--- src/rtl/wb_write_arbiter.sv ---
// Write-back arbiter: merges pipeline write-back with queued long-latency results onto one RF write port.
// Optional macro WB_BYPASS_EN enables combinational read bypass from the registered write port.
module wb_write_arbiter #(
    parameter int DEPTH = 2
) (
    input  logic        i_clk,
    input  logic        i_rst,
    input  logic        i_clk_enable,
    input  logic        i_pipe_we,
    input  logic [4:0]  i_pipe_rd,
    input  logic [31:0] i_pipe_data,
    input  logic        i_mc_valid,
    output logic        o_mc_ready,
    input  logic [4:0]  i_mc_rd,
    input  logic [31:0] i_mc_data,
    output logic        o_reg_write,
    output logic [4:0]  o_wr_addr,
    output logic [31:0] o_wr_data,
    input  logic [4:0]  i_rd_addr_1,
    input  logic [4:0]  i_rd_addr_2,
    input  logic [31:0] i_rf_data_1,
    input  logic [31:0] i_rf_data_2,
    output logic [31:0] o_rd_data_1,
    output logic [31:0] o_rd_data_2,
    output logic [31:0] o_pending_mask
);
    localparam int PW = (DEPTH > 1) ? $clog2(DEPTH) : 1;
    localparam int CW = $clog2(DEPTH + 1);
    localparam logic [CW-1:0] DEPTH_C = CW'(DEPTH);
    localparam logic [PW-1:0] PTR_MAX = PW'(DEPTH - 1);

    function automatic logic [PW-1:0] ptr_inc(input logic [PW-1:0] p);
        return (p == PTR_MAX) ? {PW{1'b0}} : p + PW'(1);
    endfunction

    logic [PW-1:0] head_r, tail_r;
    logic [CW-1:0] count_r;
    logic [4:0]    ent_rd_r   [DEPTH];
    logic [31:0]   ent_data_r [DEPTH];
    logic          ent_vld_r  [DEPTH];
    logic          reg_write_r;
    logic [4:0]    wr_addr_r;
    logic [31:0]   wr_data_r;
    logic [31:0]   pending_mask_r;

    logic          pipe_eff_s, mc_ready_s, mc_acc_s, fifo_empty_s;
    logic          pop_s, head_wr_s, mc_drop_s, direct_s, push_s;
    logic          vld_next_s [DEPTH];
    logic [4:0]    rd_next_s  [DEPTH];
    logic [31:0]   mask_next_s;
    logic          reg_write_next_s;
    logic [4:0]    wr_addr_next_s;
    logic [31:0]   wr_data_next_s;

    // Arbitration decisions for this cycle
    always_comb begin
        pipe_eff_s   = i_pipe_we && (i_pipe_rd != 5'd0);
        mc_ready_s   = (count_r < DEPTH_C);
        mc_acc_s     = i_mc_valid && mc_ready_s && i_clk_enable;
        fifo_empty_s = (count_r == {CW{1'b0}});
        pop_s        = i_clk_enable && !pipe_eff_s && !fifo_empty_s;
        head_wr_s    = pop_s && ent_vld_r[head_r];
        // A same-cycle pipeline write to the same rd makes the mc result stale
        mc_drop_s    = (i_mc_rd == 5'd0) || (pipe_eff_s && (i_mc_rd == i_pipe_rd));
        direct_s     = mc_acc_s && !mc_drop_s && !pipe_eff_s && fifo_empty_s;
        push_s       = mc_acc_s && !mc_drop_s && !direct_s;
    end

    // Next FIFO entry state (squash, pop, push) and the pending mask derived from it
    always_comb begin
        mask_next_s = 32'd0;
        for (int i = 0; i < DEPTH; i++) begin
            vld_next_s[i] = ent_vld_r[i];
            rd_next_s[i]  = ent_rd_r[i];
            if (i_clk_enable && pipe_eff_s && (ent_rd_r[i] == i_pipe_rd)) begin
                vld_next_s[i] = 1'b0;
            end else begin
                vld_next_s[i] = vld_next_s[i];
            end
            if (pop_s && (head_r == PW'(i))) begin
                vld_next_s[i] = 1'b0;
            end else begin
                vld_next_s[i] = vld_next_s[i];
            end
            if (push_s && (tail_r == PW'(i))) begin
                vld_next_s[i] = 1'b1;
                rd_next_s[i]  = i_mc_rd;
            end else begin
                rd_next_s[i]  = rd_next_s[i];
            end
            if (vld_next_s[i]) begin
                mask_next_s[rd_next_s[i]] = 1'b1;
            end else begin
                mask_next_s = mask_next_s;
            end
        end
    end

    // Output stage source selection in priority order
    always_comb begin
        reg_write_next_s = 1'b0;
        wr_addr_next_s   = wr_addr_r;
        wr_data_next_s   = wr_data_r;
        if (pipe_eff_s) begin
            reg_write_next_s = 1'b1;
            wr_addr_next_s   = i_pipe_rd;
            wr_data_next_s   = i_pipe_data;
        end else if (head_wr_s) begin
            reg_write_next_s = 1'b1;
            wr_addr_next_s   = ent_rd_r[head_r];
            wr_data_next_s   = ent_data_r[head_r];
        end else if (direct_s) begin
            reg_write_next_s = 1'b1;
            wr_addr_next_s   = i_mc_rd;
            wr_data_next_s   = i_mc_data;
        end else begin
            reg_write_next_s = 1'b0;
        end
    end

    // State registers; everything holds while the clock enable is low
    always_ff @(posedge i_clk) begin
        if (i_rst) begin
            head_r         <= {PW{1'b0}};
            tail_r         <= {PW{1'b0}};
            count_r        <= {CW{1'b0}};
            reg_write_r    <= 1'b0;
            wr_addr_r      <= 5'd0;
            wr_data_r      <= 32'd0;
            pending_mask_r <= 32'd0;
            for (int i = 0; i < DEPTH; i++) begin
                ent_vld_r[i]  <= 1'b0;
                ent_rd_r[i]   <= 5'd0;
                ent_data_r[i] <= 32'd0;
            end
        end else if (i_clk_enable) begin
            reg_write_r    <= reg_write_next_s;
            wr_addr_r      <= wr_addr_next_s;
            wr_data_r      <= wr_data_next_s;
            pending_mask_r <= mask_next_s;
            if (pop_s) head_r <= ptr_inc(head_r);
            if (push_s) begin
                tail_r             <= ptr_inc(tail_r);
                ent_data_r[tail_r] <= i_mc_data;
            end
            if (push_s && !pop_s)      count_r <= count_r + CW'(1);
            else if (pop_s && !push_s) count_r <= count_r - CW'(1);
            for (int i = 0; i < DEPTH; i++) begin
                ent_vld_r[i] <= vld_next_s[i];
                ent_rd_r[i]  <= rd_next_s[i];
            end
        end
    end

    assign o_mc_ready     = mc_ready_s;
    assign o_reg_write    = reg_write_r;
    assign o_wr_addr      = wr_addr_r;
    assign o_wr_data      = wr_data_r;
    assign o_pending_mask = pending_mask_r;

`ifdef WB_BYPASS_EN
    // Forward the in-flight write to decode reads of the same register
    always_comb begin
        if (reg_write_r && (wr_addr_r == i_rd_addr_1) && (i_rd_addr_1 != 5'd0)) begin
            o_rd_data_1 = wr_data_r;
        end else begin
            o_rd_data_1 = i_rf_data_1;
        end
        if (reg_write_r && (wr_addr_r == i_rd_addr_2) && (i_rd_addr_2 != 5'd0)) begin
            o_rd_data_2 = wr_data_r;
        end else begin
            o_rd_data_2 = i_rf_data_2;
        end
    end
`else
    assign o_rd_data_1 = i_rf_data_1;
    assign o_rd_data_2 = i_rf_data_2;
`endif

endmodule

--- config.mk ---
export PLATFORM = sky130hd
export DESIGN_NAME = wb_write_arbiter
export DESIGN_NICKNAME = d
export VERILOG_FILES = /design/src/rtl/wb_write_arbiter.sv
export SDC_FILE = /design/constraint.sdc
export NUM_CORES = 1
export LEC_CHECK = 0
export ABC_AREA = 1
export ABC_CLOCK_PERIOD_IN_PS = 5070
export CORE_MARGIN = 3
export CORE_UTILIZATION = 65
export DETAILED_ROUTE_END_ITERATION = 8
export DONT_BUFFER_PORTS = 1
export GPL_ROUTABILITY_DRIVEN = 1
export PLACE_DENSITY = 0.83
export SLEW_MARGIN = 25
export SYNTH_ARGS = -nofsm -noshare
export SYNTH_HDL_FRONTEND = slang
export SYNTH_SLANG_ARGS = --single-unit
--- constraint.sdc ---
create_clock -name i_clk -period 5.07 [get_ports i_clk]
set_input_delay 0.7605 -clock i_clk [delete_from_list [all_inputs] [get_ports i_clk]]
set_output_delay 0.7605 -clock i_clk [all_outputs]
set_load 0.02 [all_outputs]
* After elaboration in Yosys (flattened, before gate mapping)
Memory sizes are Yosys's and may differ from the RTL's. A register that Yosys moved wholly into a read port is not among the register bits.
Index checks and enable logic that the tools add are counted.
W data, S select, Z words.
** Word-level totals
- RAM bits :: 76
- Output and inout bits :: 135
- Memories :: 3
- Flip-flop bits (word level) :: 74
- Input bits :: 153
- Bits in latches :: 0
- Bits in read-only memories :: 0
** Operators by class
- Muxes and demuxes :: 49
- Magnitude comparators :: 5
- Bitwise logic cells :: 7
- $add $sub $neg :: 4
- Multipliers :: 0
- Equality and inequality tests :: 3
- Div/mod/pow operators :: 0
- Shift-type cells :: 0
- Reductions and logical operators :: 39
** Memory list
- ent_data_r :: words 2, width 32, read ports 1, clocked after memory_dff 1, wr ports 2, RTL line 39 : logic [31:0] ent_data_r [DEPTH];
- ent_rd_r :: words 2, width 5, read ports 3, clocked after memory_dff 1, wr ports 2, RTL line 38 : logic [4:0] ent_rd_r [DEPTH];
- ent_vld_r :: words 2, width 1, read ports 3, clocked after memory_dff 1, wr ports 2, RTL line 40 : logic ent_vld_r [DEPTH];
** Operators by type and width (count)
- $mux W32 :: 6
- $mux W5 :: 7
- $mux W1 :: 32
- $or A32 B32 Y32 :: 1
- $reduce_or A32 Y1 :: 1
- $logic_and A1 B1 Y1 :: 22
- $eq A5 B5 Y1 :: 3
- $lt A5 B6 Y1 const B :: 2
- $demux W1 S5 :: 2
- $ge A5 B1 Y1 const B :: 2
- $reduce_and A2 Y1 :: 4
- $logic_not A1 Y1 :: 6
- $logic_not A5 Y1 :: 1
- $reduce_bool A5 Y1 :: 1
- $mux W2 :: 2
- $or A1 B1 Y1 :: 4
- $reduce_bool A3 Y1 :: 1
- $add A1 B1 Y1 const B :: 2
- $add A2 B1 Y2 const B :: 1
- $logic_not A2 Y1 :: 1
- $lt A2 B2 Y1 const B :: 1
- $not A1 Y1 :: 2
- $reduce_bool A2 Y1 :: 1
- $sub A2 B1 Y2 const B :: 1
- $logic_or A1 B1 Y1 :: 1

* Longest topological paths before layout
- Depth in word-level cells :: 19
- Mapped depth :: 17
- Gate-level depth less buffers :: 16

* Worst setup path before layout
Ideal clock, no wire load.
- Kind :: in2reg
- Start :: input i_pipe_rd[0]
- End :: memory ent_data_r[1][0] (enable)
- Buffers on the path :: 1
- Stages :: 8
- Data arrival time :: 2.249 ns
- Data required time :: 4.680 ns
- Path slack :: 2.431 ns
- Path through :: nor2_1 -> nand4_2 -> nand2_4 -> inv_2 -> nand3_2 -> nand4_4 -> buf_6 -> nand2_1
** RTL lines
- from (decl) :: RTL line 10 : input logic [4:0] i_pipe_rd,
- to (decl) :: RTL line 39

* Worst setup path after layout
- Start :: register count_r[1]
- End :: register wr_data_r[29] (netlist: o_wr_data[29])
** Between the ends
- Cells in the longest elaborated chain, start to end :: 8
- Elaborated cells between the ends (all ways) :: 14
- Those cells by class :: order compare (1); mux (2); reduce/logical (11)
** RTL lines
- from (decl) :: RTL line 37 : logic [CW-1:0] count_r;
- from (signal assigned) :: RTL line 126 : count_r <= {CW{1'b0}};
- from (signal assigned) :: RTL line 146 : if (push_s && !pop_s) count_r <= count_r + CW'(1);
- from (signal assigned) :: RTL line 147 : else if (pop_s && !push_s) count_r <= count_r - CW'(1);
- $lt A2 B2 Y1 :: RTL line 58 : mc_ready_s = (count_r < DEPTH_C);
- via o_mc_ready :: RTL line 13 : output logic o_mc_ready,
- $logic_and A1 B1 Y1 (2 in a row) :: RTL line 59 : mc_acc_s = i_mc_valid && mc_ready_s && i_clk_enable;
- $logic_and A1 B1 Y1 (3 in a row) :: RTL line 65 : direct_s = mc_acc_s && !mc_drop_s && !pipe_eff_s && fifo_empty_s;
- $reduce_bool A3 Y1 (no source line)
- $reduce_and A2 Y1 (no source line)
- to (signal assigned) :: RTL line 139 : wr_data_r <= wr_data_next_s;
- to (decl) :: RTL line 43 : logic [31:0] wr_data_r;
The timed path passes the listed nets, and every way through them passes these cells.
A chain may end at the register's enable or synchronous reset.

==> results.yml <==
yosys:
  synthArstFlopShare: 0
  yosys.area.top_type_share: 0.279
  ys_ff_latch: 151
  yosysWarnings: 0
  synth_edf_count: 76
  synth-main-ff-cell: "edfxtp_1"
  ys_seq_area_frac: 0.462
  synth.avg_cell_area_um2: 7.67
  syn_inst: 1067
  synth_top_cell_by_area: "edfxtp_1"
  syn_nets: 1221
  ys_types: 35
  ys_top_cells_by_area: "edfxtp_1 28%, nand2_1 19%, dfxtp_1 18%"
  netlist_area_um2: 8190
timing:
  timing.fmax_mhz: 331
  clock_skew_ns: 0.00599
  setup_viol: 0
  final.setup.worst_slack_ns: 2.05
  hold_violations: 0
  rsz0062_at_grt: "false"
  slew_violations: 0
  min_period_over_period: 0.596
  worst_slew_pin_slew_ns: 0.676
  min_period_ns: 3.02
  holdWs_ns: 0.399
  max_slew_margin: 0.550
  tns_ns: 0
min_path:
  min_from: "i_rst"
  hold_path.class: "input port to flip-flop"
  hold_path_end: "head_r$_SDFFE_PP0P_"
  hold-path-cell-count: 1
cts:
  cts_root_buf: "clkbuf_16"
  clock_path_buffers: 2
  numCtsBuffers: 17
  cts_resized: 0
  cts.clk_slew.worst_paths_ns: 0.06
  post_cts_buffers: 0
  cts-htree-levels: 4
  tritoncts: "yes"
  worstSkewPairLatency_ns: 0.43
  cts_sinks: 151
  cts_hold_buf: 0
setup_path:
  path_cells: "inv_1 -> nand2_1 -> nor2_1 -> nand2_1 -> nor2_2 -> nand2_1 -> nand3b_1 -> inv_2 -> nor2_4 -> buf_4 -> o21ai_0 -> a21oi_1"
  r2r-start: "count_r[1]$_SDFFE_PP0P_"
  critPathRequiredTime_ns: 5.42
  reg2regPathDepth: 12
  slowest_stage: "nor2_4"
  worstSetupStartpointType: "flip-flop"
  crit_type: "flip-flop to flip-flop"
  cp.arrival_ns: 3.37
  worstPathMaxFanout: 43
  endpoint_kind: "flip-flop"
  max_stage_delay_ns: 0.51
  r2r-end: "o_wr_data[29]$_SDFFE_PP0P_"
  cpMostUsedCell: "nand2_1"
  rrSetupSlack_ns: 2.05
routing:
  antenna_left: 0
  wl_um: 19000
  wire_per_inst_um: 16.3
  drtIter0Drc: 623
  viasPerCell: 5.59
  drcViolationCount: 0
  vias: 6505
  firstDrtPassIters: 7
floorplanning:
  die_y_um: 118
  die_area_um2: 14000
  start_util: 0.673
  die_x_um: 118
  rows: 40
  io_pins: 288
  core_um2: 12200
grt:
  grt.overflow.total: 0
  grt_usage: 0.275
  grt_pass1_vias: 6203
  antenna_found_initial: 0
  grt_first_pass_wirelength_um: 30700
  grt_max_degree: 75
placed_design:
  dp_cells: 1132
  place_area_um2: 7780
  portBuffers: 0
  dp_hpwl_um: 12600
  routabilityCongestion: 0.947
  place_worst_setup_slack_ns: 1.84
cells_and_area:
  regArea_um2: 3780
  final_core_util: 0.695
  design_area_um2: 8450
  nNetsFinal: 1137
  finalNonFillerCells: 1164
  syn_to_final_growth_pct: 3.24
  n_fill_cell: 977
  multi_input_area_um2: 3460
  drive_gt1_frac: 0.0974
  n_antenna_cell: 0
power:
  power_leakage_nw: 3.81
  finalPower_mw: 3.12
  ir_drop_uv: 242
  power_density_nw_per_um2: 370
job:
  cap_violations: 0
status:
  outcome: "completed"
[cell type report]
class | instances | area share
multi-input cells | 736 | 0.410
clock inverters | 13 | 0.0234
repair buffers | 11 | 0.00977
inverters | 66 | 0.0293
clock buffers | 19 | 0.0549
flip-flops and latches | 151 | 0.448
well taps | 168 | 0.0249
[how the worst max path moves through the flow]
| stage | cells after the start | start | to | slack [ns] |
|---|---|---|---|---|
| after floorplan | 8 | i_pipe_rd[0] | ent_data_r[1][0]$_SDFFCE_PN0P_ | 2.43 |
| after global placement | 14 | i_mc_rd[2] | o_wr_addr[3]$_SDFFE_PP0P_ | 1.93 |
| after detailed placement | 14 | i_mc_rd[2] | o_wr_data[23]$_SDFFE_PP0P_ | 1.84 |
| after CTS | 12 | count_r[1]$_SDFFE_PP0P_ | o_wr_data[29]$_SDFFE_PP0P_ | 2.07 |
| after global routing | 12 | count_r[1]$_SDFFE_PP0P_ | o_wr_data[29]$_SDFFE_PP0P_ | 1.78 |
| final | 12 | count_r[1]$_SDFFE_PP0P_ | o_wr_data[29]$_SDFFE_PP0P_ | 2.05 |
[Yosys cell counts, types with 2 or more instances]
library cell	count
nand2_1	405
mux2i_1	32
nand3_2	2
dfxtp_1	75
o21ai_2	4
buf_4	68
nor2_2	22
o21ai_0	87
clkbuf_1	24
nand4_4	2
nor2_4	8
a21oi_1	46
buf_2	16
nor2_1	87
inv_2	8
nand4_1	13
buf_6	2
nand3_1	10
o21ai_1	2
xnor2_1	5
buf_1	4
inv_1	57
edfxtp_1	76
[flip-flops by register name, summed over array words and instances (netlist names), named ones only]
register	cells
count_r	2
ent_data_r	64
ent_rd_r	10
ent_vld_r	2
head_r	1
o_pending_mask	32
o_reg_write	1
o_wr_addr	5
o_wr_data	32
tail_r	1
[power breakdown]
group / switching [mW] / internal [mW] / total (mW) / leakage (nW)
clock network: 0.492 / 0.911 / 1.40 / 0.322
registers: 0.0695 / 1.35 / 1.42 / 1.41
logic: 0.214 / 0.0867 / 0.300 / 2.08
[metal layers]
layer  track usage  part of all wire  up-vias
met5             0                 0        -
met4        0.0974             0.020        0
met3         0.101             0.093       38
met2         0.451              0.49      291
met1         0.333              0.40     2982
li1              -                 -     3194
[critical path, delay by kind of cell (launching register included)]
kind            cells  cell delay [ns]
buf+inv             3             0.75
simple gates        7             1.55
compound gates      2             0.32
flops               1             0.32
[cells by family after synthesis]
kind of cell / after synthesis / share of synthesized area
adders and majority gates: 1 / 0.00153
DFF: 151 / 0.462
buffers and inverters: 180 / 0.118
xor gates and xnor gates: 6 / 0.00642
and+or+nand+nor: 557 / 0.285
AOI/OAI and AO/OA: 140 / 0.0876
muxes: 32 / 0.0391
[placed cells by master, fill, tap and decap left out, types with 4 or more instances in the layout]
master / count
bufinv_16: 5
inv_2: 8
nor2_1: 85
nand2_1: 404
o21ai_0: 87
clkinv_2: 4
nand4_1: 13
nand3_1: 10
inv_1: 57
buf_4: 11
nor2_4: 10
o21ai_2: 4
a21oi_1: 45
edfxtp_1: 76
dfxtp_1: 75
clkbuf_16: 18
mux2i_1: 32
nor2_2: 22
xnor2_1: 5
Power figures use the tool's default switching activity.
